### config.mk
export PLATFORM = sky130hd
export DESIGN_NAME = instr_fetch_unit
export DESIGN_NICKNAME = d
export VERILOG_FILES = /design/src/rtl/instr_fetch_unit.sv
export SDC_FILE = /design/constraint.sdc
export NUM_CORES = 1
export LEC_CHECK = 0
export ABC_AREA = 1
export BUFFER_PORTS_ARGS = -buffer_cell sky130_fd_sc_hd__buf_4
export CORE_MARGIN = 5
export CORE_UTILIZATION = 53
export CTS_CLUSTER_SIZE = 25
export DETAILED_ROUTE_END_ITERATION = 10
export PLACE_DENSITY_LB_ADDON = 0.05
export RECOVER_POWER = 100
export SETUP_SLACK_MARGIN = 0.4
export SYNTH_ARGS = -nofsm -noshare
export SYNTH_HDL_FRONTEND = slang
export SYNTH_SLANG_ARGS = --single-unit
### constraint.sdc
create_clock -name clk -period 2.5 [get_ports clk]
set_input_delay 0.25 -clock clk [delete_from_list [all_inputs] [get_ports clk]]
set_output_delay 0.25 -clock clk [all_outputs]
set_load 0.02 [all_outputs]
### src/rtl/instr_fetch_unit.sv
// Instruction fetch stage: sequential PC generation, single-outstanding reads to a
// variable-latency instruction memory, and a small prefetch queue with registered head outputs.
module instr_fetch_unit #(
    parameter int unsigned DEPTH    = 4,
    parameter logic [15:0] RESET_PC = 16'h0000
) (
    input  logic        clk,
    input  logic        rst_n,
    output logic        mem_req,
    output logic [15:0] mem_addr,
    input  logic        mem_ack,
    input  logic        mem_rvalid,
    input  logic [15:0] mem_rdata,
    input  logic        redirect,
    input  logic [15:0] redirect_pc,
    output logic        instr_valid,
    input  logic        instr_ready,
    output logic [15:0] instr,
    output logic [15:0] instr_pc
);

    localparam int unsigned PTR_W = (DEPTH > 1) ? $clog2(DEPTH) : 1;
    localparam int unsigned CNT_W = PTR_W + 1;
    localparam logic [CNT_W-1:0] FULL_COUNT = CNT_W'(DEPTH);

    typedef enum logic [2:0] {
        ST_IDLE,
        ST_REQ,
        ST_WAIT,
        ST_FULL,
        ST_KILL
    } state_t;

    state_t           state, state_next;
    logic [15:0]      fetch_pc, fetch_pc_next;
    logic [15:0]      req_pc;
    logic [PTR_W-1:0] rd_ptr, rd_ptr_next;
    logic [PTR_W-1:0] wr_ptr, wr_ptr_next;
    logic [CNT_W-1:0] count, count_next;
    logic [15:0]      data_mem [DEPTH];
    logic [15:0]      pc_mem   [DEPTH];
    logic [15:0]      head_instr_next, head_pc_next;
    logic             push, pop;

    assign pop      = instr_valid & instr_ready;
    assign push     = (state == ST_WAIT) & mem_rvalid & ~redirect;
    assign mem_req  = (state == ST_REQ);
    assign mem_addr = fetch_pc;

    // NOTE: combinational blocks use blocking assignments and give every output a
    // default first, so no path leaves a signal unassigned and no latch is inferred.
    always_comb begin
        state_next    = state;
        fetch_pc_next = fetch_pc;
        unique case (state)
            ST_IDLE: state_next = ST_REQ;
            ST_REQ: begin
                if (mem_ack) begin
                    state_next    = ST_WAIT;
                    fetch_pc_next = fetch_pc + 16'd2;
                end
            end
            ST_WAIT: begin
                if (mem_rvalid) begin
                    state_next = (count_next < FULL_COUNT) ? ST_REQ : ST_FULL;
                end
            end
            ST_FULL: begin
                if (count < FULL_COUNT) begin
                    state_next = ST_REQ;
                end
            end
            ST_KILL: begin
                if (mem_rvalid) begin
                    state_next = ST_REQ;
                end
            end
            default: state_next = ST_IDLE;
        endcase

        // Redirect overrides everything; an acked-but-unreturned response must be drained in KILL.
        if (redirect) begin
            fetch_pc_next = redirect_pc & 16'hFFFE;
            case (state)
                ST_WAIT: state_next = mem_rvalid ? ST_REQ : ST_KILL;
                ST_REQ:  state_next = mem_ack ? ST_KILL : ST_REQ;
                ST_KILL: state_next = mem_rvalid ? ST_REQ : ST_KILL;
                default: state_next = ST_REQ;
            endcase
        end
    end

    always_comb begin
        rd_ptr_next = rd_ptr;
        wr_ptr_next = wr_ptr;
        count_next  = count;
        if (redirect) begin
            rd_ptr_next = '0;
            wr_ptr_next = '0;
            count_next  = '0;
        end else begin
            if (push) begin
                wr_ptr_next = wr_ptr + 1'b1;
            end
            if (pop) begin
                rd_ptr_next = rd_ptr + 1'b1;
            end
            case ({push, pop})
                2'b10:   count_next = count + 1'b1;
                2'b01:   count_next = count - 1'b1;
                default: count_next = count;
            endcase
        end
    end

    // The head registers look one cycle ahead; a push into the slot that becomes
    // the head must be forwarded because storage is written on the same edge.
    always_comb begin
        head_instr_next = data_mem[rd_ptr_next];
        head_pc_next    = pc_mem[rd_ptr_next];
        if (push && (wr_ptr == rd_ptr_next)) begin
            head_instr_next = mem_rdata;
            head_pc_next    = req_pc;
        end
    end

    always_ff @(posedge clk or negedge rst_n) begin
        if (!rst_n) begin
            state       <= ST_IDLE;
            fetch_pc    <= RESET_PC;
            req_pc      <= RESET_PC;
            rd_ptr      <= '0;
            wr_ptr      <= '0;
            count       <= '0;
            instr_valid <= 1'b0;
            instr       <= 16'h0000;
            instr_pc    <= 16'h0000;
        end else begin
            state    <= state_next;
            fetch_pc <= fetch_pc_next;
            if ((state == ST_REQ) && mem_ack) begin
                req_pc <= fetch_pc;
            end
            rd_ptr      <= rd_ptr_next;
            wr_ptr      <= wr_ptr_next;
            count       <= count_next;
            instr_valid <= (count_next != '0);
            if (count_next != '0) begin
                instr    <= head_instr_next;
                instr_pc <= head_pc_next;
            end
        end
    end

    // NOTE: queue storage has no reset; count gates every read, so stale contents are never visible.
    always_ff @(posedge clk) begin
        if (push) begin
            data_mem[wr_ptr] <= mem_rdata;
            pc_mem[wr_ptr]   <= req_pc;
        end
    end

endmodule

==> reports/metrics.cfg <==
[status]
status = complete, no violations

[floorplan]
dieArea_sq_um = 19200
fp.dieW_um = 139
core_area_sq_um = 16400
ios = 88
die_h_um = 139
start_util_pct = 53.4
std_cell_rows = 47

[route]
drt_iter0_drc = 499
avgRoutedWirePerCell_um = 19.1
num_vias = 7029
first_pass_iters = 5
drc = 0
drtAntennaViolNets = 0
detail_route.vias_per_cell = 5.66
routed_wl_mm = 23.7

[synthesis]
synthFlopType = edfxtp_1
synth.top_cell.area_share_pct = 42.5
ys_async_sr_fraction_pct = 36.7
synth_top_area_cell = edfxtp_1
synth_commonest_cells = 268 x nand2_1, 142 x nand3_1, 124 x edfxtp_1
synth_warnings = 0
ys_ff_latch = 196
synth_most_common_cell = nand2_1
seq_area_frac_synth_pct = 63.1
synth_cells = 885
syn_area_sq_um = 8760
avgSynthCellArea_sq_um = 9.90
ys_top_cells_by_area = edfxtp_1 42%, dfrtp_1 21%, nand2_1 11%
synth-edff-count = 124
synth.distinct_cells = 32

[run]
cap_violations = 0

[sta]
setup_viol = 0
rsz0062_at_grt = yes
min_period_ps = 2490
slew_headroom_pct = 28.5
drv_slew = 0
final_hold_viol_count = 0
tns_ps = 0
fmax_mhz = 401
timing_worst_slew_pin_value_ps = 1070
hold-worst-slack_ps = 26.3
period_share_pct = 99.7
clock_skew_ps = 8.65

[grt]
grt_pass1_vias = 7078
track_usage_pct = 24.5
grt_max_degree = 64
grt_pass1_wl_mm = 37.2
grt_overflow_total = 0
antenna_found_initial = 0

[cts]
clock_path_buffers = 2
cts_buffers = 17
clkSinkCount = 196
clockRootBuffer = clkbuf_16
cts_tree = built
clk_pin_slew_ps = 70
worstSkewPairLatency_ps = 440
htree_levels = 4

[layout]
final_cell_count_no_fill = 1242
area_growth_pct = 24.9
nNetsFinal = 1054
fillers = 1300
drive_above_1_share_pct = 20.5
diodes = 0
fin_util_pct = 66.7

[pwr]
p_per_area_nw_per_um2 = 983
ir_drop_mv = 0.637
p_leak_nw = 4.65

[critical_path]
critPathSlowestCell = dfrtp_1
worst_setup_path_end_kind = flip-flop
crit_path_cell_trace = inv_2, nand4_1, nor2_2, inv_2, ha_4, fa_2, nor2_4, nor2_2, or2_4, nand3_4, nand2_8, buf_12, clkbuf_16, nand3_2, nand2_1
crit_buf_inv = 4
arrival_ps = 2820
max_stage_delay_ps = 400
start_kind = flip-flop
critPathRequiredTime_ps = 2830
crit_fanout = 5
path_class = reg2reg
path_delay_family = simple AND/OR/NAND/NOR gates

[placed_design]
dpl.cell_count = 1170
gp_congestion = 0.845
dp_hpwl_mm = 13.1
io_buffers = 84

[hold_path]
hold_path.class = in2reg

==> repair_timing <==
item,in CTS,in global routing
cloned,4,2
resized for setup,40,74
setup endpoints to repair,33,48
setup buffers,23,10
hold endpoints to repair,33,0
pin swaps,6,24
hold buffers,1,0
==> layout by cell type, fill, tap and decap left out, types with 4 or more instances in the layout <==
cell type  count
edfxtp_1     124
buf_4         60
buf_12         9
o211ai_1       4
xor2_1         8
nand3_1      125
nand2_4       16
nand4_1       69
clkinv_4       5
dfrtp_1       72
nand2_1      229
nor2_1        15
ha_1           5
nand3_2       17
clkbuf_16     20
nand2_2       24
o21ai_0       21
nor2_2         6
inv_1         60
buf_6         16
inv_2          6
inv_6          4
clkbuf_1      64
==> cells by family (layout without fill, tap and decap cells) <==
kind of cell,count (synthesis),after routing,synth area share (%)
flip-flops,196,196,63.1
other,1,2,0.0428
AO/OA/AOI/OAI,36,36,2.31
XOR/XNOR,9,9,0.900
AND/OR/NAND/NOR,514,514,26.8
adder cells (fa/ha/maj),7,7,1.09
buffers and inverters,122,258,5.84
==> state kept, by name, indices dropped and copies added (netlist names), 3 cells and up <==
register  flops
count         3
data_mem     64
instr        16
instr_pc     15
mem_addr     15
pc_mem       60
req_pc       15
state         3
==> final cells by class <==
cell class | count | area [sq um] | share of cell area [%]
multi-input cells | 568 | 3060 | 28.0
repair buffers | 159 | 1250 | 11.4
well taps | 220 | 275 | 2.52
inverters | 67 | 264 | 2.41
clock buffers | 19 | 454 | 4.15
clock inverters | 13 | 113 | 1.03
flip-flops and latches | 196 | 5530 | 50.5
==> worst reg2reg max path, delay by kind of cell (launching register included) <==
family | cells | cell delay, ps
adders and majority gates | 2 | 530
and+or+nand+nor | 9 | 1000
buffers and inverters | 4 | 440
DFF | 1 | 400
==> final timing paths <==
| kind | start | endpoint | slack, ps | depth (start not counted) |
|---|---|---|---|---|
| min in group asynchronous | rst_n | mem_addr[15]$_DFFE_PN0P_ | 540 | 2 |
| max in group asynchronous | rst_n | mem_addr[3]$_DFFE_PN0P_ | 840 | 3 |
| hold reg to reg | instr[4]$_DFFE_PN0P_ | instr[4]$_DFFE_PN0P_ | 480 | 2 |
| setup reg to reg | state[0]$_DFFE_PN0P_ | instr[8]$_DFFE_PN0P_ | 8 | 15 |
| setup / recovery | state[0]$_DFFE_PN0P_ | instr[8]$_DFFE_PN0P_ | 8 | 15 |
| hold / removal | redirect_pc[14] | mem_addr[14]$_DFFE_PN0P_ | 30 | 3 |
==> metal layers <==
layer  vias up  track usage, %  wire length [um]
met3        37            4.07              1360
met5         -               0                 0
li1       3276               -                 -
met4         0            9.46               489
met1      3448            31.0              9580
met2       268            42.3             12300
==> stage by stage <==
step / total power, mW / cell area (sq um) / setup WS (ps)
global route: 11.3 / 10900 / -88.6
CTS: 10.5 / 10800 / 71.9
detailed placement: 7.50 / 9780 / -35.8
global placement: 7.39 / 9780 / 6.08
finish: 10.8 / 10900 / 8.31
floorplan: 6.27 / 8800 / -67.4
==> report_power, final <==
part           total [mW]  internal (mW)  switching, mW  leakage, nW
Combinational        3.63           1.40           2.23         2.35
Sequential           4.53           4.07          0.460         2.02
Clock                2.60           1.36           1.23        0.282
Power figures use the tool's default switching activity.
